`src/rtl/demod_pkg.sv`:
```
// Shared types for the demodulator mode scheduler.
// Mode codes match the datapath select encoding.
package demod_pkg;

  localparam int ACT_W = 32;

  typedef enum logic [1:0] {
    MODE_AM   = 2'b00,
    MODE_BPSK = 2'b01,
    MODE_FM   = 2'b10,
    MODE_NONE = 2'b11
  } mode_t;

  typedef enum logic [2:0] {
    IDLE,
    SWITCH,
    MEASURE,
    COMPARE,
    DECIDE,
    HOLD,
    FORCED
  } sched_state_t;

endpackage

```
`src/rtl/demod_act_meter.sv`:
```
// Activity meter: saturating sum of |x[n]-x[n-1]|.
// The first sample after clr only seeds the history.
module demod_act_meter
  import demod_pkg::*;
(
  input  logic             clk,
  input  logic             rst_n,
  input  logic             clr,
  input  logic             sample_vld,
  input  logic [15:0]      sample_in,
  output logic [ACT_W-1:0] act
);

  logic [15:0]      r_prev;
  logic             r_have;
  logic [ACT_W-1:0] r_act;
  logic [16:0]      w_diff;
  logic [16:0]      w_abs;
  logic [ACT_W:0]   w_sum;

  assign w_diff = {sample_in[15], sample_in} - {r_prev[15], r_prev};
  assign w_abs  = w_diff[16] ? (17'd0 - w_diff) : w_diff;
  assign w_sum  = {1'b0, r_act} + {{(ACT_W - 16){1'b0}}, w_abs};
  assign act    = r_act;

  // history register and saturating accumulator
  always_ff @(posedge clk) begin
    if (!rst_n || clr) begin
      r_prev <= '0;
      r_have <= 1'b0;
      r_act  <= '0;
    end else if (sample_vld) begin
      r_prev <= sample_in;
      r_have <= 1'b1;
      if (r_have)
        r_act <= w_sum[ACT_W] ? '1 : w_sum[ACT_W-1:0];
    end
  end

endmodule

```
`src/rtl/demod_mode_scheduler.sv`:
```
// Auto mode scan: settle, measure, compare, lock with hysteresis.
// Outputs are registered from the next state.
module demod_mode_scheduler
  import demod_pkg::*;
#(
  parameter int WIN_LEN    = 4096,
  parameter int SETTLE_CYC = 64,
  parameter int RESCAN_PER = 1048576,
  parameter int MIN_ACT    = 1024,
  parameter int HYST_SHIFT = 3
) (
  input  logic        clk,
  input  logic        rst_n,
  input  logic        en,
  input  logic        force_vld,
  input  logic [1:0]  force_mode,
  input  logic        sample_vld,
  input  logic [15:0] sample_in,
  output logic [1:0]  mode_select,
  output logic        out_valid,
  output logic        scan_busy,
  output logic        locked,
  output logic [31:0] best_act
);

  localparam int SW = (SETTLE_CYC > 1) ? $clog2(SETTLE_CYC) : 1;
  localparam int WW = $clog2(WIN_LEN);
  localparam int RW = 21;

  sched_state_t     r_state, w_nxt;
  mode_t            r_idx, w_idx;
  mode_t            r_cmode, w_cmode;
  mode_t            r_lmode, w_lmode;
  logic [ACT_W-1:0] r_cact, w_cact;
  logic [ACT_W-1:0] r_inc, w_inc;
  logic [ACT_W-1:0] r_best, w_best;
  logic             r_locked, w_locked;
  logic [1:0]       r_msel, w_msel;
  logic             r_ovld, w_ovld;
  logic             r_busy, w_busy;
  logic [SW-1:0]    r_set;
  logic [WW-1:0]    r_win;
  logic [RW-1:0]    r_tmr;
  logic [ACT_W-1:0] w_act;
  logic [ACT_W:0]   w_hyst;
  logic             w_mvld;
  logic             w_clr;

  assign w_mvld = sample_vld && en && !force_vld && (r_state == MEASURE);
  assign w_clr  = (r_state != MEASURE);
  assign w_hyst = {1'b0, r_best} + {1'b0, (r_best >> HYST_SHIFT)};

  demod_act_meter u_meter (
    .clk       (clk),
    .rst_n     (rst_n),
    .clr       (w_clr),
    .sample_vld(w_mvld),
    .sample_in (sample_in),
    .act       (w_act)
  );

  // next state, scan bookkeeping and next output values
  always_comb begin
    w_nxt    = r_state;
    w_idx    = r_idx;
    w_cmode  = r_cmode;
    w_cact   = r_cact;
    w_inc    = r_inc;
    w_lmode  = r_lmode;
    w_best   = r_best;
    w_locked = r_locked;
    w_msel   = MODE_NONE;
    w_ovld   = 1'b0;
    w_busy   = 1'b0;
    if (force_vld) begin
      w_nxt    = FORCED;
      w_locked = 1'b0;
      w_best   = '0;
    end else if (r_state == FORCED || !en) begin
      w_nxt    = IDLE;
      w_locked = 1'b0;
      w_best   = '0;
    end else begin
      unique case (r_state)
        IDLE: begin
          w_nxt   = SWITCH;
          w_idx   = MODE_AM;
          w_cmode = MODE_AM;
          w_cact  = '0;
        end
        SWITCH:
          if (r_set == SW'(SETTLE_CYC - 1))
            w_nxt = MEASURE;
        MEASURE:
          if (sample_vld && r_win == WW'(WIN_LEN - 1))
            w_nxt = COMPARE;
        COMPARE: begin
          if (w_act > r_cact) begin
            w_cmode = r_idx;
            w_cact  = w_act;
          end
          if (r_idx == r_lmode)
            w_inc = w_act;
          if (r_idx != MODE_FM) begin
            w_idx = mode_t'(r_idx + 2'd1);
            w_nxt = SWITCH;
          end else begin
            w_nxt = DECIDE;
          end
        end
        DECIDE: begin
          w_nxt = HOLD;
          if (r_cact < ACT_W'(MIN_ACT)) begin
            w_locked = 1'b0;
            w_lmode  = MODE_NONE;
            w_best   = '0;
          end else if (!r_locked || r_cmode == r_lmode ||
                       {1'b0, r_cact} > w_hyst) begin
            w_locked = 1'b1;
            w_lmode  = r_cmode;
            w_best   = r_cact;
          end else begin
            w_best = r_inc;
          end
        end
        HOLD:
          if (r_tmr == RW'(RESCAN_PER - 1)) begin
            w_nxt   = SWITCH;
            w_idx   = MODE_AM;
            w_cmode = MODE_AM;
            w_cact  = '0;
          end
        default: w_nxt = IDLE;
      endcase
    end
    unique case (w_nxt)
      SWITCH, MEASURE, COMPARE, DECIDE: begin
        w_msel = w_idx;
        w_busy = 1'b1;
      end
      HOLD: begin
        w_msel = w_locked ? w_lmode : MODE_NONE;
        w_ovld = w_locked;
      end
      FORCED: begin
        w_msel = force_mode;
        w_ovld = 1'b1;
      end
      default: ;
    endcase
  end

  // state and registered outputs
  always_ff @(posedge clk) begin
    if (!rst_n) begin
      r_state <= IDLE;
      r_msel  <= MODE_NONE;
      r_ovld  <= 1'b0;
      r_busy  <= 1'b0;
    end else begin
      r_state <= w_nxt;
      r_msel  <= w_msel;
      r_ovld  <= w_ovld;
      r_busy  <= w_busy;
    end
  end

  // scan results, lock and counters cleared on state entry
  always_ff @(posedge clk) begin
    if (!rst_n) begin
      r_idx    <= MODE_AM;
      r_cmode  <= MODE_AM;
      r_cact   <= '0;
      r_inc    <= '0;
      r_lmode  <= MODE_NONE;
      r_best   <= '0;
      r_locked <= 1'b0;
      r_set    <= '0;
      r_win    <= '0;
      r_tmr    <= '0;
    end else begin
      r_idx    <= w_idx;
      r_cmode  <= w_cmode;
      r_cact   <= w_cact;
      r_inc    <= w_inc;
      r_lmode  <= w_lmode;
      r_best   <= w_best;
      r_locked <= w_locked;
      if (w_nxt != r_state) begin
        r_set <= '0;
        r_win <= '0;
        r_tmr <= '0;
      end else begin
        if (r_state == SWITCH) r_set <= r_set + 1'b1;
        if (w_mvld)            r_win <= r_win + 1'b1;
        if (r_state == HOLD)   r_tmr <= r_tmr + 1'b1;
      end
    end
  end

  assign mode_select = r_msel;
  assign out_valid   = r_ovld;
  assign scan_busy   = r_busy;
  assign locked      = r_locked;
  assign best_act    = r_best;

endmodule

```
`config.mk`:
```
export PLATFORM = sky130hd
export DESIGN_NAME = demod_mode_scheduler
export DESIGN_NICKNAME = d
export VERILOG_FILES = /design/src/rtl/demod_pkg.sv /design/src/rtl/demod_act_meter.sv /design/src/rtl/demod_mode_scheduler.sv
export SDC_FILE = /design/constraint.sdc
export NUM_CORES = 1
export LEC_CHECK = 0
export CAP_MARGIN = 25
export CELL_PAD_IN_SITES_DETAIL_PLACEMENT = 0
export CELL_PAD_IN_SITES_GLOBAL_PLACEMENT = 1
export CORE_MARGIN = 5
export CORE_UTILIZATION = 50
export DETAILED_ROUTE_END_ITERATION = 7
export DONT_BUFFER_PORTS = 1
export GPL_TIMING_DRIVEN = 0
export PLACE_DENSITY_LB_ADDON = 0.1
export SYNTH_ARGS = -nofsm -noshare
export SYNTH_HDL_FRONTEND = slang
export SYNTH_HIERARCHICAL = 1
export SYNTH_SLANG_ARGS = --single-unit
```
`constraint.sdc`:
```
create_clock -name clk -period 13.5 [get_ports clk]
set_input_delay 2.7 -clock clk [delete_from_list [all_inputs] [get_ports clk]]
set_output_delay 2.7 -clock clk [all_outputs]
set_load 0.01 [all_outputs]
```
Word-level counts from Yosys, hierarchy flattened
Index checks and enable logic that the tools add are counted.
{ "op_classes": {"eq_ne": 22, "n_mux": 36, "order_cmp": 3, "n_reduce_logical": 20, "n_bitwise": 3, "n_addsub": 8} }
{ "ops": {"columns": ["op", "count"], "rows": [
  ["32-bit 2-to-1 mux", 5],
  ["32-bit one-hot mux with 3 select lines", 1],
  ["32-bit by 17-bit adder with 33-bit output", 1],
  ["32-bit by 29-bit adder with 33-bit output", 1],
  ["32-bit by 33-bit greater-than comparator with 1-bit output", 1],
  ["32-bit greater-than comparator", 1],
  ["32-bit by 11-bit less-than comparator with 1-bit output, second input constant", 1],
  ["2-bit 2-to-1 mux", 12],
  ["21-bit by 1-bit adder with 21-bit output, second input constant", 1],
  ["21-bit by 20-bit equality test with 1-bit output, second input constant", 1],
  ["3-bit equality test, second input constant", 6],
  ["3-bit 2-to-1 mux", 6],
  ["2-bit one-hot mux with 3 select lines", 3],
  ["3-bit one-hot mux with 6 select lines", 1],
  ["17-bit 2-to-1 mux", 1],
  ["1-bit by 17-bit subtractor with 17-bit output, first input constant", 1],
  ["16-bit by 16-bit subtractor with 17-bit output", 1],
  ["12-bit by 1-bit adder with 12-bit output, second input constant", 1],
  ["12-bit equality test, second input constant", 1],
  ["3-bit by 2-bit equality test with 1-bit output, second input constant", 4],
  ["6-bit by 1-bit adder with 6-bit output, second input constant", 1],
  ["3-bit by 1-bit equality test with 1-bit output, second input constant", 2],
  ["6-bit equality test, second input constant", 1],
  ["1-bit 2-to-1 mux", 6],
  ["other kinds (18)", 32]
]} }
{ "totals": {"ff_bits": 198, "word_cells": 109} }

Logic depth before layout (Yosys ltp)
{ "logic_depth": {"depth_word": 10, "depth_mapped": 22, "mapped_depth_nobuf": 20} }

Cells and area by module
Netlist, hierarchy kept.
{ "modules_own_cells": {"columns": ["mod", "seq_area_each_um2", "area_per_inst_um2", "instances", "cells_per_inst"], "rows": [
  ["demod_mode_scheduler", 2982.9, 9213.8, 1, 1050],
  ["demod_act_meter", 980.9, 3895.0, 1, 484]
]} }

Least setup slack after synthesis
Ideal clock, no wire load.
{ "synth_timing": {"kind": "input to register", "from": "input sample_in[0]", "to": "register u_meter.r_act[19], in the netlist u_meter/act[19]", "path_slack_ns": 6.016, "path_stages": 21, "arrival_ns": 7.392, "t_required_ns": 13.409, "path_cell_list": "inv_1 ha_1 fa_1 nor2b_1 o31a_1 o21a_1 o2111ai_1 a21bo_2 a31oi_1 buf_2 nor2_1 xor2_1 ha_1 a21o_1 a21o_1 a221oi_1 o21ai_1 a221o_1 a221o_1 and3_1 a311oi_1"} }
{ "synth_via": {"elab_chain_len": 5} }
{ "synth_rtl": {"columns": ["item", "line_no", "source"], "rows": [
  ["from (decl)", "demod_mode_scheduler.sv:18", "input logic [15:0] sample_in,"],
  ["16-bit by 16-bit subtractor with 17-bit output (*)", "demod_act_meter.sv:21", "assign w_diff = {sample_in[15], sample_in} - {r_prev[15], r_prev};"],
  ["1-bit by 17-bit subtractor with 17-bit output", "demod_act_meter.sv:22", "assign w_abs = w_diff[16] ? (17'd0 - w_diff) : w_diff;"],
  ["17-bit 2-to-1 mux (*)", "demod_act_meter.sv:22", null],
  ["32-bit by 17-bit adder with 33-bit output (*)", "demod_act_meter.sv:23", "assign w_sum = {1'b0, r_act} + {{(ACT_W - 16){1'b0}}, w_abs};"],
  ["32-bit 2-to-1 mux (*)", "demod_act_meter.sv:36", "r_act <= w_sum[ACT_W] ? '1 : w_sum[ACT_W-1:0];"],
  ["to (signal assigned)", "demod_act_meter.sv:36", null],
  ["to (decl)", "demod_act_meter.sv:16", "logic [ACT_W-1:0] r_act;"]
]} }
Every way passes the cells marked *; elsewhere a longest branch is shown, timed or not.
A chain may end at the register's enable or synchronous reset.

Worst setup path in the final report
{ "layout_timing": {"from": "input sample_in[0]", "to": "register u_meter.r_act[15], in the netlist u_meter/act[15]"} }
The elaborated chain is that of the path after synthesis.

==> summary.txt <==
Global route
  • First-pass GRT wire length: 53.17 mm
  • Initial antenna violation count: 0
  • Vias in the first global route: 10.42k
  • Total congestion overflow: 0
  • Tot GR Track Use: 22.10%
  • Largest net degree at the start of global routing: 20

Yosys
  • Post-synth EDFFs: 0
  • Post-Synthesis Net Count: ~1.7k
  • Mux cell area share after synthesis: under 10%
  • Post-Syn Area: 0.01311 sq mm
  • Synth warn: 6
  • Post-synth ARST share: 0%
  • Simple-Gate Fraction of Synth Area: 17.74%
  • Post-Synth Adder-Cell Area: about an eighth
  • Sequential share of the synthesized area: 30.24%
  • Synthesized area per cell: 8.546 sq um
  • Compound-Gate Fraction of Synth Area: between 20% and 30%
  • Largest family of logic cells by synthesized area: compound AO/OA/AOI/OAI gates
  • Synth Area in XOR/XNOR: 6.949%
  • Synth Flop Type: dfxtp_1
  • Seq cells post-synth: 198
  • Mapped Cells: 1534
  • Distinct cells, synth: 81

Setup path
  • Crit path DAT: roughly 8.3 ns
  • Slowest CP cell: a31oi_1
  • Worst setup SP type: primary input
  • CP startpoint: sample_in[0]
  • Critical Path RT: 13.81 ns
  • WS Path Type: in2reg
  • Setup crit end kind: flip-flop
  • R2R Setup Slk: 7.53 ns
  • Reg2reg end: u_meter/act[15]
  • Peak per-stage delay on the critical path: between 0.6 and 0.7 ns
  • R2r worst-path depth: 21
  • Crit Path Max Fanout: 10
  • CP Cell Sequence: inv_1, ha_1, fa_1, nor2b_1, o31a_1, o21a_1, o2111ai_1, a21bo_2, a31oi_1, buf_2, nor2_1, xor2_1, ha_1, a21o_1, a21o_1, a2111oi_0, nor4b_1, o31a_1, nor2_1, o21a_1, buf_2, a21oi_1
  • Crit Reg-Reg Startpoint: u_meter/r_prev[0]
  • Buffers & Inverters on Critical Path: 3
  • Crit-path leading delay family: compound AO/OA/AOI/OAI gates

Route
  • Detailed Route Iter0 Violations: 713
  • Total number of vias: 10.80k
  • Total Wirelength: 32.07 mm
  • Via-per-instance ratio: 5.686
  • Final ANT Viol Nets: 0
  • Drt first pass iters: 5
  • Drt wl/cell: about 17 um
  • DRC: 0

Outcome
  • Outcome: complete, no violations

Finish
  • Finished layout cell area: ~0.014 sq mm
  • Commonest non-fill, non-tap cell in the layout: dfxtp_1
  • Area growth from synthesis to layout: 7.512%
  • Commonest cells after routing, fill and taps aside: dfxtp_1 (198), nor2_1 (164), ha_1 (134)
  • Share of cells above drive strength 1: between 4 and 5%
  • Nets: 1713
  • Finished Layout Cells: 1900
  • Utilization after layout: between 50% and 60%
  • N_diodes: 0

Placement
  • PortBufs: 0
  • Placed cell area: 0.01353 sq mm
  • Dpl cells: 1869
  • GP Congestion: 0.8558
  • DP Wirelength: 26.12 mm

Die
  • Initial Util: 50.59%
  • Die ar.: 0.02956 sq mm
  • Ports: 60
  • Die Span X: 171.9 um
  • Die Y: 171.9 um
  • Core box area: 0.02591 sq mm
  • Core Rows: 59

Run
  • Max_cap viols: 0

STA
  • Unrepaired setup endpoints after global routing: no
  • Fin Setup TNS: 0 ns
  • Fin Hold WS: 0.4748 ns
  • Fin crit share: 58.93%
  • Max-slew violations: 0
  • Tightest Pin Transition: roughly 1.1 ns
  • Final min period: 7.955 ns
  • Max Freq: 125.7 MHz
  • Final setup viols: 0
  • Rel. slew slack: 24.81%
  • Worst Clk Skew: 0.01942 ns
  • Final hold vios: 0

Power
  • PwrDens: 83.85 mW/mm^2
  • Peak VDD IR: slightly below 0.06 mV
  • Pleak: 0.005650 uW

Hold path
  • Hold/Removal Path Class: reg2reg
  • Hold path startpoint: u_meter/r_have
  • Hold path depth: 2
  • Min-Delay Endpoint: u_meter/r_have

Clocking
  • Cts repair resizes: 0
  • Clock Tree Buf Depth: 2
  • CTS tree: done
  • Worst-Skew Late Latency: roughly 0.44 ns
  • Clock transition at path regs: 0.08 ns
  • H-tree levels: 4
  • TritonCTS buffer count: 17
  • CTS Root Cell: clkbuf_16
  • # clock sinks: approximately 200
  • Setup repair bufs after CTS: 0
  • Hold Buf Count CTS: 0
## stage by stage
stage	worst slack (ns)	total power [uW]
2_1_floorplan	6.016	682.9
4_1_cts	5.491	1195
6_report	5.545	1182
3_3_place_gp	5.030	703.7
3_5_place_dp	5.050	703.7
5_1_grt	4.871	1232
## report_power, final
part	internal [uW]	total (uW)	switching [uW]
clock	245	491	247
combinational	39.8	104	63.9
sequential	585	587	1.65
## cell type report
type                       count  area (sq um)
multi-input combinational   1211          8597
buffer                        53         277.8
clock buffer                  17         425.4
sequential                   198          3964
fill                        2433         11820
clock inverter                14         140.1
inverter                      72         270.3
tap                          335         419.2
## registers in the layout, summed over array words and instances, names as in the netlist, 2 cells and up
name and count:
u_meter/act 32, r_idx 2, best_act 32, r_inc 32, r_tmr 21, r_lmode 2, r_win 12, r_state 3
r_cmode 2, u_meter/r_prev 16, r_cact 32, r_set 6, mode_select 2
## worst max path at each step
stage	slack [ns]	end	cells past startpoint
2_1_floorplan	6.02	u_meter/act[19]	21
5_1_grt	4.87	u_meter/act[8]	22
6_report	5.54	u_meter/act[15]	22
3_5_place_dp	5.05	u_meter/act[8]	22
4_1_cts	5.49	u_meter/act[15]	22
3_3_place_gp	5.03	u_meter/act[7]	22
## kinds of logic after synthesis
logic type	Yosys count
AND/OR/NAND/NOR	475
AO/OA/AOI/OAI	413
flip-flops	198
adder cells (fa/ha/maj)	137
buffers and inverters	125
XOR/XNOR	104
multiplexers	82
## per-layer routing
layer	part of all wire [%]	global-route usage (%)	wire, um
met5	0	0	0
met4	1.0	4.375	336
met3	3.5	2.812	1130
met2	46	36.50	14610
met1	50	31.28	15990
## synthesized netlist by cell type, types with 6 or more instances
master    count  area [sq um]
and2_1       13         81.33
dfxtp_1     198          3964
a31oi_1      15         93.84
nor4_1       12         75.07
a21oi_1      90         450.4
xor2_1       55         481.7
nand2_1      97         364.1
a22o_1       35         306.5
o21ai_1      34         170.2
a211oi_1     18         135.1
o21bai_1     10         75.07
nand4_1      31         193.9
o31ai_1       7         52.55
xnor2_1      49         429.2
nand2b_1     15         93.84
nand3_1      34         170.2
and3_1       16         100.1
a221oi_1      6         52.55
nor3_1       32         160.2
buf_2        10         50.05
inv_1        72         270.3
ha_1        134          1677
o21ai_0      71         355.3
o21a_1       17         127.6
nor2_1      164         615.6
mux2i_1      82         820.8
a311oi_1      8         70.07
and4_1        6         52.55
or3_1        14         87.58
clkbuf_1     35         131.4
nor2b_1      14         87.58
a21o_1       43         322.8
## tightest hold or removal path: stages (launching register included)
cell and delay (ns):
dfxtp_1 0.33, nor2_1 0.05, nor2_1 0.06
Power figures use the tool's default switching activity.
==> patch 1 (same settings) <==
Set the parameter `SETTLE_CYC` to 128 (it was 64).
--- a/src/rtl/demod_mode_scheduler.sv
+++ b/src/rtl/demod_mode_scheduler.sv
@@ -5,5 +5,5 @@
 #(
   parameter int WIN_LEN    = 4096,
-  parameter int SETTLE_CYC = 64,
+  parameter int SETTLE_CYC = 128,
   parameter int RESCAN_PER = 1048576,
   parameter int MIN_ACT    = 1024,
Function: same outputs for any inputs over 4 cycles, from zero or initial values and one cycle with rst_n low; that may be too few to reach the edited logic, so the function may still have changed.
==> patch 1 against the unedited design <==
Maximum frequency is 0.90% lower. Routed wire length is 3.1% higher. Largest cell class unchanged. First-iteration DRC count is 42% lower. Power is 4.7% higher. Critical path type unchanged. Area after synthesis is 4.0% higher. Die area is 3.8% higher. Sequential cell count is 1 higher. Design area is 4.1% higher. Largest power group unchanged. Worst setup slack worse by 0.072 ns. Register-to-register slack worse by 0.08 ns.
==> patch 1: results <==
[outcome]
status = completed

[worst_setup_path]
r2r_slack_ns = 7.45
cp_max_fo = 10
r2r_end = u_meter/act[15]
r2r_start = u_meter/r_prev[0]
cp.arrival_ns = 8.34

[place]
io_buffers = 0
dp_slack_ns = 5.028
gp_congestion = 0.8412
hpwl_microns = 26210

[drt]
drtIter0Drc = 413
wl_per_cell_microns = 16.79
avgViaCountPerCell = 5.670
wl_met1_microns = 15930
dr_wl_met2_microns = 15780
wl_met3_microns = 849

[global_routing]
use_met3_pct = 2.899
grt_pass1_wl_microns = 56140
met2_usage_pct = 37.73
grt_pass1_vias = 11108
grtUsageMet1_pct = 29.12
grt_usage_pct = 21.83
antenna_found_initial = 0

[logic_synthesis]
synth_common_cells = dfxtp_1, ha_1, nand2_1
ys_seq_area_share_pct = 29.22
synth_top_area_share_pct = 29.22
netlist-cell-type-count = 82
synthTopCellsByArea = dfxtp_1, ha_1, mux2i_1
async_flop_share_pct = 0
synth_flop_cell = dfxtp_1

[clock_network]
insertion_delay_ns = 0.44
hold_buffers = 0
htreeDepth = 4

[timing]
fin_skew_ns = 0.01286
max_freq_mhz = 124.6
worst_pin_slew_ns = 0.9567
hold_slack_ns = 0.4777

[pwr]
p_leak_nw = 5.547
ir_worst_vdd_mv = 0.06874

[final_layout]
finalNetCount = 1775
drive_above_1_share_pct = 7.617
antenna_cells = 0
fillerInstances = 2602

[min_path]
holdPathStages = 2
patch 1: worst max-delay path: stages:
cell and delay, ns:
inv_1 0.02, ha_1 0.21, fa_1 0.41, nor2b_1 0.17, o31a_1 0.26, o21a_1 0.24, o2111ai_1 0.17, a21bo_2 0.24
a31oi_1 0.59, buf_2 0.34, nor2_1 0.08, xor2_1 0.15, ha_1 0.34, a21o_1 0.19, a21o_1 0.19, a2111oi_0 0.44
nor4b_1 0.16, o31a_1 0.39, nor2_1 0.31, o21a_1 0.34, buf_2 0.30, a21oi_1 0.10
patch 1: metrics by stage:
step           instances  utilization, %  instance area, sq um
3_5_place_dp        1937           52.31                 14060
3_3_place_gp        1937           52.31                 14060
2_1_floorplan       1596               -                 13630
5_1_grt             1969           54.60                 14670
6_report            1969           54.60                 14670
4_1_cts             1969           54.60                 14670
patch 1: cell families (layout without fill, tap and decap cells):
logic type | Yosys count | in the layout | synth area share [%]
mux | 117 | 117 | 8.590
simple gates | 507 | 507 | 19.25
buf+inv | 153 | 185 | 5.002
fa+ha+maj | 137 | 137 | 12.74
xor+xnor | 108 | 108 | 6.938
compound gates | 375 | 375 | 18.26
flops | 199 | 199 | 29.22
patch 1: cell type report:
class	instances	area [sq um]	area share, %
Sequential cell	199	3984	27.15
Buffer	65	351.6	2.396
Tap cell	341	426.7	2.908
Multi-Input combinational cell	1244	8967	61.12
Clock buffer	18	429.2	2.925
Inverter	88	330.3	2.251
Clock inverter	14	183.9	1.254
patch 1: power breakdown:
part / internal [W] / total [W] / switching (W)
Clock: 0.000283 / 0.000538 / 0.000255
Sequential: 0.000588 / 0.000589 / 0.00000110
Combinational: 0.0000433 / 0.000110 / 0.0000670
Total: 0.000914 / 0.00124 / 0.000323
==> patch 2 (same flow settings) <==
Without the edit above. Register the inputs `en`, `force_vld`, `force_mode`, `sample_vld` and `sample_in` before use, cleared by the reset. The logic sees them one clock later.
--- a/src/rtl/demod_mode_scheduler.sv
+++ b/src/rtl/demod_mode_scheduler.sv
@@ -28,4 +28,26 @@
   localparam int RW = 21;
 
+  logic en_q;
+  logic force_vld_q;
+  logic [1:0] force_mode_q;
+  logic sample_vld_q;
+  logic [15:0] sample_q;
+
+  always_ff @(posedge clk) begin
+    if (!rst_n) begin
+      en_q         <= '0;
+      force_vld_q  <= '0;
+      force_mode_q <= '0;
+      sample_vld_q <= '0;
+      sample_q     <= '0;
+    end else begin
+      en_q         <= en;
+      force_vld_q  <= force_vld;
+      force_mode_q <= force_mode;
+      sample_vld_q <= sample_vld;
+      sample_q     <= sample_in;
+    end
+  end
+
   sched_state_t     r_state, w_nxt;
   mode_t            r_idx, w_idx;
@@ -47,5 +69,5 @@
   logic             w_clr;
 
-  assign w_mvld = sample_vld && en && !force_vld && (r_state == MEASURE);
+  assign w_mvld = sample_vld_q && en_q && !force_vld_q && (r_state == MEASURE);
   assign w_clr  = (r_state != MEASURE);
   assign w_hyst = {1'b0, r_best} + {1'b0, (r_best >> HYST_SHIFT)};
@@ -56,5 +78,5 @@
     .clr       (w_clr),
     .sample_vld(w_mvld),
-    .sample_in (sample_in),
+    .sample_in (sample_q),
     .act       (w_act)
   );
@@ -73,9 +95,9 @@
     w_ovld   = 1'b0;
     w_busy   = 1'b0;
-    if (force_vld) begin
+    if (force_vld_q) begin
       w_nxt    = FORCED;
       w_locked = 1'b0;
       w_best   = '0;
-    end else if (r_state == FORCED || !en) begin
+    end else if (r_state == FORCED || !en_q) begin
       w_nxt    = IDLE;
       w_locked = 1'b0;
@@ -93,5 +115,5 @@
             w_nxt = MEASURE;
         MEASURE:
-          if (sample_vld && r_win == WW'(WIN_LEN - 1))
+          if (sample_vld_q && r_win == WW'(WIN_LEN - 1))
             w_nxt = COMPARE;
         COMPARE: begin
@@ -144,5 +166,5 @@
       end
       FORCED: begin
-        w_msel = force_mode;
+        w_msel = force_mode_q;
         w_ovld = 1'b1;
       end
Behaviour: not the same (a bounded check fails within 4 cycles, from zero or initial values and one cycle with rst_n low).
==> patch 2 against the unedited design <==
Maximum frequency grew 29%. Sequential cell count grew 21. Sequential share of layout area grew 0.82 points. Power grew 26%. Routed wire length grew 12%. Global-route usage grew 0.60 points. Area after synthesis grew 5.6%. Largest cell class unchanged. Die area grew 5.2%. Design area grew 7.5%. Hold slack lost 0.0019 ns. Largest power group is now the clock network. Worst setup slack gained 1.8 ns. Critical endpoint is now u_meter/act[11]. Register-to-register slack lost 0.18 ns.
==> patch 2: results <==
[worst_setup_path]
slowest_stage = a31oi_1
r2r_start = sample_q[0]
crit_start = sample_q[0]
r2r_end = u_meter/act[11]
cp.arrival_ns = 6.55
reg2regPathDepth = 22
r2r_slack_ns = 7.35
critical-path-top-delay-family = compound AO/OA/AOI/OAI gates

[min_path]
whs_endpoint = u_meter/r_have
hold_class = flip-flop to flip-flop
holdPathStages = 2
hold_start = u_meter/r_have

[clock_network]
numCtsBuffers = 25
post_cts.repair.setup_buffers = 0
ctsResizeCount = 0
htreeDepth = 1
insertion_delay_ns = 0.53
root_buffer = clkbuf_16
path_clk_slew_ns = 0.06
clockBufferDepth = 3

[logic_synthesis]
synth_common_cells = dfxtp_1, nor2_1, nand2_1
synthTopCellsByArea = dfxtp_1, ha_1, mux2i_1
ys_seq_area_share_pct = 31.68
synth_cells = 1670
async_flop_share_pct = 0
netlist-cell-type-count = 78
synth_most_common_cell = dfxtp_1
synth_nets = 1830

[final_layout]
drive_above_1_share_pct = 5.358
finalNetCount = 1858
layout.cells.non_filler = 2089
fillerInstances = 2637

[place]
io_buffers = 0
gp_congestion = 0.8855
place_inst = 2042
hpwl_microns = 28380
dp_slack_ns = 7.379

[drt]
firstDrtPassIters = 5
avgViaCountPerCell = 5.607
wl_per_cell_microns = 17.27
drtIter0Drc = 679

[outcome]
status = completed

[global_routing]
grt_usage_pct = 22.70
grt_pass1_vias = 11190
grt_pass1_wl_microns = 58330
grt_max_degree = 13

[timing]
fin_skew_ns = 0.01591
slew_headroom_pct = 31.80

[pwr]
ir_worst_vdd_mv = 0.08708
p_leak_nw = 5.781
[patch 2: worst max-delay path by stage]
| stage | endpoint | slack, ns | cells past startpoint |
|---|---|---|---|
| after floorplan | u_meter/act[19] | 8.40 | 21 |
| after global placement | u_meter/act[6] | 7.40 | 22 |
| after detailed placement | u_meter/act[11] | 7.38 | 22 |
| after CTS | u_meter/act[11] | 7.35 | 22 |
| after global routing | u_meter/act[11] | 6.80 | 22 |
| final | u_meter/act[11] | 7.35 | 22 |
[patch 2: layer usage]
metal	track usage [%]	vias to the layer above	wire [microns]
met5	0	-	0
met4	5.513	0	791
met3	3.148	46	1569
met2	38.42	208	16770
met1	30.78	5407	16940
li1	-	6052	-
[patch 2: logic make-up (layout without fill, tap and decap cells)]
logic type,Yosys count,count (layout),share of synthesized area [%]
xor+xnor,109,109,6.899
mux,84,84,6.077
buf+inv,148,195,4.268
fa+ha+maj,137,137,12.55
flops,219,219,31.68
simple gates,589,589,20.68
compound gates,384,384,17.84
[patch 2: area by class of cell]
cell class,count,area share (%)
multi-input combinational,1303,58.52
sequential,219,28.95
clock buffer,38,4.717
tap,372,3.073
buffer,74,2.065
inverter,74,1.834
clock inverter,8,0.8097
timing repair buffer,1,0.03305
[patch 2: where the power goes]
part	switching, W	internal [W]
Clock	0.000273	0.000422
Combinational	0.0000844	0.0000516
Sequential	0.00000301	0.000651
[patch 2: worst reg2reg max path, delay by kind of cell, from the launching register on]
kind,cells,cell delay [ns]
xor+xnor,1,0.16
compound gates,11,3.18
buf+inv,3,0.66
fa+ha+maj,3,0.98
simple gates,4,0.72
flops,1,0.33
[patch 2: stage by stage]
stage	total power [W]	hold slack, ns	util (%)	instance area, sq um
after detailed placement	0.0008038	0.4702	52.77	14300
after global routing	0.001547	0.4915	55.88	15140
after floorplan	0.0007741	0.4317	-	13840
after CTS	0.001504	0.4806	55.86	15140
after global placement	0.0008028	0.4552	52.77	14300
final	0.001485	0.4729	55.88	15140
